File: src/rtl/fetch_buffer.sv
// fetch_buffer: instruction-fetch front end with a single outstanding memory request,
// an in-order {pc, instr} FIFO toward decode, and redirect-driven flushing.
module fetch_buffer #(
  parameter int          DEPTH    = 4,
  parameter logic [31:0] RESET_PC = 32'h0000_0000,
  parameter logic [31:0] NOP      = 32'h0000_0013
) (
  input  logic        clk,
  input  logic        reset,
  output logic        imem_req_valid,
  input  logic        imem_req_ready,
  output logic [31:0] imem_req_addr,
  input  logic        imem_resp_valid,
  input  logic [31:0] imem_resp_data,
  input  logic        redirect,
  input  logic [31:0] redirect_pc,
  output logic        out_valid,
  input  logic        out_ready,
  output logic [31:0] out_instr,
  output logic [31:0] out_pc,
  output logic        flushing
);
  localparam int AW = $clog2(DEPTH);
  localparam logic [AW:0] FULL = DEPTH[AW:0];
  logic [31:0] fetch_pc_q, fetch_pc_d, pending_pc_q, pending_pc_d;
  logic        outstanding_q, outstanding_d, drop_q, drop_d;
  logic [AW:0] count_q, count_d;
  logic [AW-1:0] rd_q, rd_d, wr_q, wr_d;
  logic [31:0] pc_mem_q [DEPTH];
  logic [31:0] instr_mem_q [DEPTH];
  logic        accept, resp, push, pop;
  // the pending request already owns a FIFO slot, so it counts toward fullness
  assign imem_req_valid = !reset && !redirect && !outstanding_q &&
                          ((count_q + (AW+1)'(outstanding_q)) < FULL);
  assign imem_req_addr  = fetch_pc_q;
  assign accept         = imem_req_valid && imem_req_ready;
  assign resp           = imem_resp_valid && outstanding_q;
  assign push           = resp && !drop_q && !redirect;
  assign pop            = out_valid && out_ready && !redirect;
  assign out_valid      = count_q != '0;
  assign out_instr      = out_valid ? instr_mem_q[rd_q] : NOP;
  assign out_pc         = out_valid ? pc_mem_q[rd_q] : 32'h0;
  assign flushing       = drop_q;
  always_comb begin
    fetch_pc_d    = redirect ? {redirect_pc[31:2], 2'b00} : accept ? fetch_pc_q + 32'd4 : fetch_pc_q;
    pending_pc_d  = accept ? fetch_pc_q : pending_pc_q;
    outstanding_d = resp ? 1'b0 : accept ? 1'b1 : outstanding_q;
    drop_d        = redirect ? (outstanding_q && !imem_resp_valid) : resp ? 1'b0 : drop_q;
    count_d       = redirect ? '0 : count_q + (AW+1)'(push) - (AW+1)'(pop);
    rd_d          = redirect ? '0 : rd_q + AW'(pop);
    wr_d          = redirect ? '0 : wr_q + AW'(push);
  end
  always_ff @(posedge clk) begin
    if (reset) begin
      fetch_pc_q    <= RESET_PC;
      pending_pc_q  <= 32'h0;
      outstanding_q <= 1'b0;
      drop_q        <= 1'b0;
      count_q       <= '0;
      rd_q          <= '0;
      wr_q          <= '0;
    end else begin
      fetch_pc_q    <= fetch_pc_d;
      pending_pc_q  <= pending_pc_d;
      outstanding_q <= outstanding_d;
      drop_q        <= drop_d;
      count_q       <= count_d;
      rd_q          <= rd_d;
      wr_q          <= wr_d;
    end
  end
  always_ff @(posedge clk) begin
    if (push && !reset) begin
      pc_mem_q[wr_q]    <= pending_pc_q;
      instr_mem_q[wr_q] <= imem_resp_data;
    end
  end
endmodule

File: config.mk
export PLATFORM = sky130hd
export DESIGN_NAME = fetch_buffer
export DESIGN_NICKNAME = d
export VERILOG_FILES = /design/src/rtl/fetch_buffer.sv
export SDC_FILE = /design/constraint.sdc
export NUM_CORES = 1
export LEC_CHECK = 0
export CORE_UTILIZATION = 28
export CTS_BUF_LIST = sky130_fd_sc_hd__clkbuf_16
export CTS_CLUSTER_DIAMETER = 50
export DETAILED_ROUTE_END_ITERATION = 8
export DONT_BUFFER_PORTS = 1
export PLACE_DENSITY = 0.4
export SYNTH_ARGS = -nofsm -noshare
export SYNTH_HDL_FRONTEND = slang
export SYNTH_SLANG_ARGS = --single-unit
File: constraint.sdc
create_clock -name clk -period 11.53 [get_ports clk]
set_input_delay 1.153 -clock clk [delete_from_list [all_inputs] [get_ports clk]]
set_output_delay 1.153 -clock clk [all_outputs]
set_load 0.05 [all_outputs]
==> run summary <==
Walking the worst path, the cells encountered are buf_4 > mux4_2 > or2_2. The total area inside the core boundary comes to 44300 um^2. Sorting the synthesized cells by area gives the leading types as sky130_fd_sc_hd__edfxtp_1 59%, sky130_fd_sc_hd__mux4_2 11%, sky130_fd_sc_hd__dfxtp_1 11%, sky130_fd_sc_hd__and2_1 3.1%, sky130_fd_sc_hd__nand2_1 2.7%.

Leaving out fill and tap cells, the most frequent cells in the layout are 248 x sky130_fd_sc_hd__edfxtp_1, 90 x sky130_fd_sc_hd__nand2_1, 67 x sky130_fd_sc_hd__dfxtp_1. The async set-reset flop share out of synthesis works out to 0%. Net switching is 22.0% of the power. From synthesis to final layout, the design area changed by 17.7%.

The global-route wire length before repair is 49100 um. In the final timing run, aggregate negative setup slack is 0 ns. At the pin with the least slew margin, the transition time is 1.01 ns. Of all cell types, the one taking the most synthesized area is sky130_fd_sc_hd__edfxtp_1. For this design the static power due to leakage is 4.82 nW. The final critical path takes up 37.5% of the cycle.

In this run the deepest clock path goes through 3 buffers. Row generation in the floorplan step produced 77 rows. The analysis attributes to net switching a power of 0.000601 W. The run gives 71 as the pin count of the biggest net entering global routing.

The net count reported at finish is 886, and the number of enable flip-flop cells after synthesis is 248. Number of global-route vias before repair: 7173. The most instantiated flip-flop cell in the synthesis netlist was sky130_fd_sc_hd__edfxtp_1.

After clock tree synthesis, the flow added hold-fix buffers numbering 0. In this run the post-CTS setup repair buffer count came out at 0. The logs give 0 for the final count of pins violating max slew and 51.6% for the clock network fraction of design power. After detailed routing, the number of remaining DRC violations is 0.

The tools report the worst-case vdd ir drop as 86.7 uV. The clock tree root driver cell is sky130_fd_sc_hd__clkbuf_16. For the residual overflow from global routing, the log shows 0. The largest fanout on the critical path is 42. Clock tree synthesis found a total of 317 sinks. The congestion estimate from routability-driven global placement came to 0.728. The worst setup path is captured at a primary output. Delay contributed by the slowest stage of the critical path: 0.84 ns. The run gives 1.5% as the part of the total power dissipated in combinational logic. The element type at the critical path start was a flop.

The detailed-route wire length is 32200 um, and the count of cell types in the netlist is 49. The source-to-sink clock delay at the later pin of the worst-skew pair is 0.56 ns, and the number of antenna violations at the first check in global routing is 0. The die width was 214 um. In this run the count of I/O pins placed on the die edge is 169.

The worst setup path category is reg -> out. The run gives 45900 um^2 as the area enclosed by the die boundary. The kind of path behind the tightest hold check is reg -> reg.

Global routing used 14.4% of the available tracks. The number of antenna diodes in the final layout is 0. Dividing the synthesized area by the synthesized cell count gives 15.8 um^2. The count of H-tree levels built during CTS was 2. Timing would allow up to 231 MHz. The post-CTS clock slew at the launch and capture registers of the worst setup and hold paths is 0.05 ns. Yosys printed 0 warnings.

The hold violation total from the final report was 0. The critical path data required time was 10.38 ns. TritonCTS built the clock tree. The run finished with clean final reports. For the placed wire-length estimate, the log shows 19200 um. The routed design could run at a clock period as short as 4.32 ns. Of the synthesized area, sequential elements account for 70.1%. Summed over its instances, the top area cell type makes up 59.1% of the synthesized netlist area. Once the floorplan was initialized, standard cells occupied 28.4% of the core. Synthesis handed over a netlist of 798 instances. The floorplan step set the die height to 214 um. The share of post-route cells with drive strength above 1 came out at 20.7%. The number of port buffers was 0; the initial detailed-routing violation count was 330.

Setup repair after global routing left no endpoint under its margin. The count of max-cap constraint violations was 0; the sequential group share of total power was 46.9%. The post-route core utilization is 33.5%, and the mean routed wirelength per cell is 22.4 um. Cell internal power was estimated by the tool at 0.00213 W.

For the worst hold-check slack, the log shows 0.492 ns. The synthesized area is 12600 um^2. The logs give 0 for the quantity of gates resized following cts and 0 for the number of setup violations in the final report. Most common cell after layout, fill and taps aside: sky130_fd_sc_hd__edfxtp_1.

Power spread over the standard cell area amounts to 184 nW/um^2. The total number of vias is 6685. The clock arrives with 0.0214 ns of skew. Headroom to the max-slew limit came out at 32.4%.

The run gives 0 as the number of nets still failing antenna checks after routing. Excluding fillers, the count of instances in the completed layout stands at 1441. For this design, the slowest cell found on the critical path is sky130_fd_sc_hd__buf_4.

The tools report the total iterations of the first detailed-routing run as 4. The number of buffers added by the clock tree synthesis step is 45, and the number of synthesized register bits is 317. The run gives 1357 as the number of placed instances, taps included. For the signal arrival time at the worst endpoint, the log shows 3.17 ns. The tools report the total design power as 0.00273 W.

The ratio of routed vias to standard cells came out at 4.64.
==> critical path: cells and delay by family (launching register included) <==
| family | cells | cell delay [ns] |
|---|---|---|
| flip-flops | 1 | 0.67 |
| AND/OR/NAND/NOR | 1 | 0.44 |
| multiplexers | 1 | 0.60 |
| buffers and inverters | 1 | 0.84 |
==> registers in the layout, summed over array words and instances, names as in the netlist <==
| signal | cells |
|---|---|
| flushing | 1 |
| instr_mem_q | 128 |
| rd_q | 2 |
| outstanding_q | 1 |
| wr_q | 2 |
| pc_mem_q | 120 |
| count_q | 3 |
| imem_req_addr | 30 |
| pending_pc_q | 30 |
==> cell usage after synthesis, drive strengths merged, types with 4 or more instances <==
cell and number:
inv 8, nand2 90, and2 63, and3 4
a21oi 39, and4 4, mux4 62, edfxtp 248
buf 15, nor4 14, dfxtp 69, xor2 7
clkbuf 34, nor2 36, xnor2 23, a211oi 17
nand4 8, nand3 11, nor3 7, o21ai 4
or3 5, or2 4
==> final cells by class <==
| cell class | count | area, um^2 |
|---|---|---|
| Tap cell | 592 | 741 |
| Sequential cell | 317 | 8840 |
| Timing Repair Buffer | 13 | 97.6 |
| Multi-Input combinational cell | 427 | 3570 |
| Fill cell | 4406 | 29500 |
| Inverter | 8 | 30.0 |
| Clock buffer | 47 | 1180 |
| Clock inverter | 37 | 375 |
==> power groups by stage <==
stage	combinational, W	sequential [W]	clock [W]
2_1_floorplan	0.0000391	0.00130	0
3_3_place_gp	0.0000426	0.00131	0
3_5_place_dp	0.0000428	0.00131	0
4_1_cts	0.0000430	0.00128	0.00145
5_1_grt	0.0000466	0.00128	0.00150
6_report	0.0000420	0.00128	0.00141
==> routing by layer <==
layer / routed length [um] / global-route usage, %
met5: 0 / 0
met4: 586 / 4.00
met3: 2330 / 5.02
met2: 15200 / 22.6
met1: 14100 / 18.7
==> cells by family (layout without fill, tap and decap cells) <==
group,Yosys count,count (layout),synth area share (%)
muxes,65,65,11.3
other,1,4,0.0298
AOI/OAI and AO/OA,69,69,3.32
xor gates and xnor gates,30,30,2.09
buffers and inverters,57,105,1.94
adders and majority gates,4,4,0.457
DFF,317,317,70.1
and+or+nand+nor,255,255,10.8
==> final timing paths <==
kind | startpoint | endpoint | slack [ns] | cells past startpoint
setup / recovery | rd_q[0] | out_instr[0] | 7.21 | 3
hold / removal | pending_pc_q[22] | pending_pc_q[22] | 0.49 | 2
setup reg to reg | flushing | pc_mem_q[2][23] | 8.51 | 5
hold reg to reg | pending_pc_q[22] | pending_pc_q[22] | 0.49 | 2
==> through the flow <==
step	instance area, um^2	setup WS, ns
6_report	14800	7.21
5_1_grt	14800	6.92
4_1_cts	14800	7.03
3_5_place_dp	13300	7.63
3_3_place_gp	13300	7.64
2_1_floorplan	12600	2.72
Note: power is estimated with default switching activity, not from simulation.
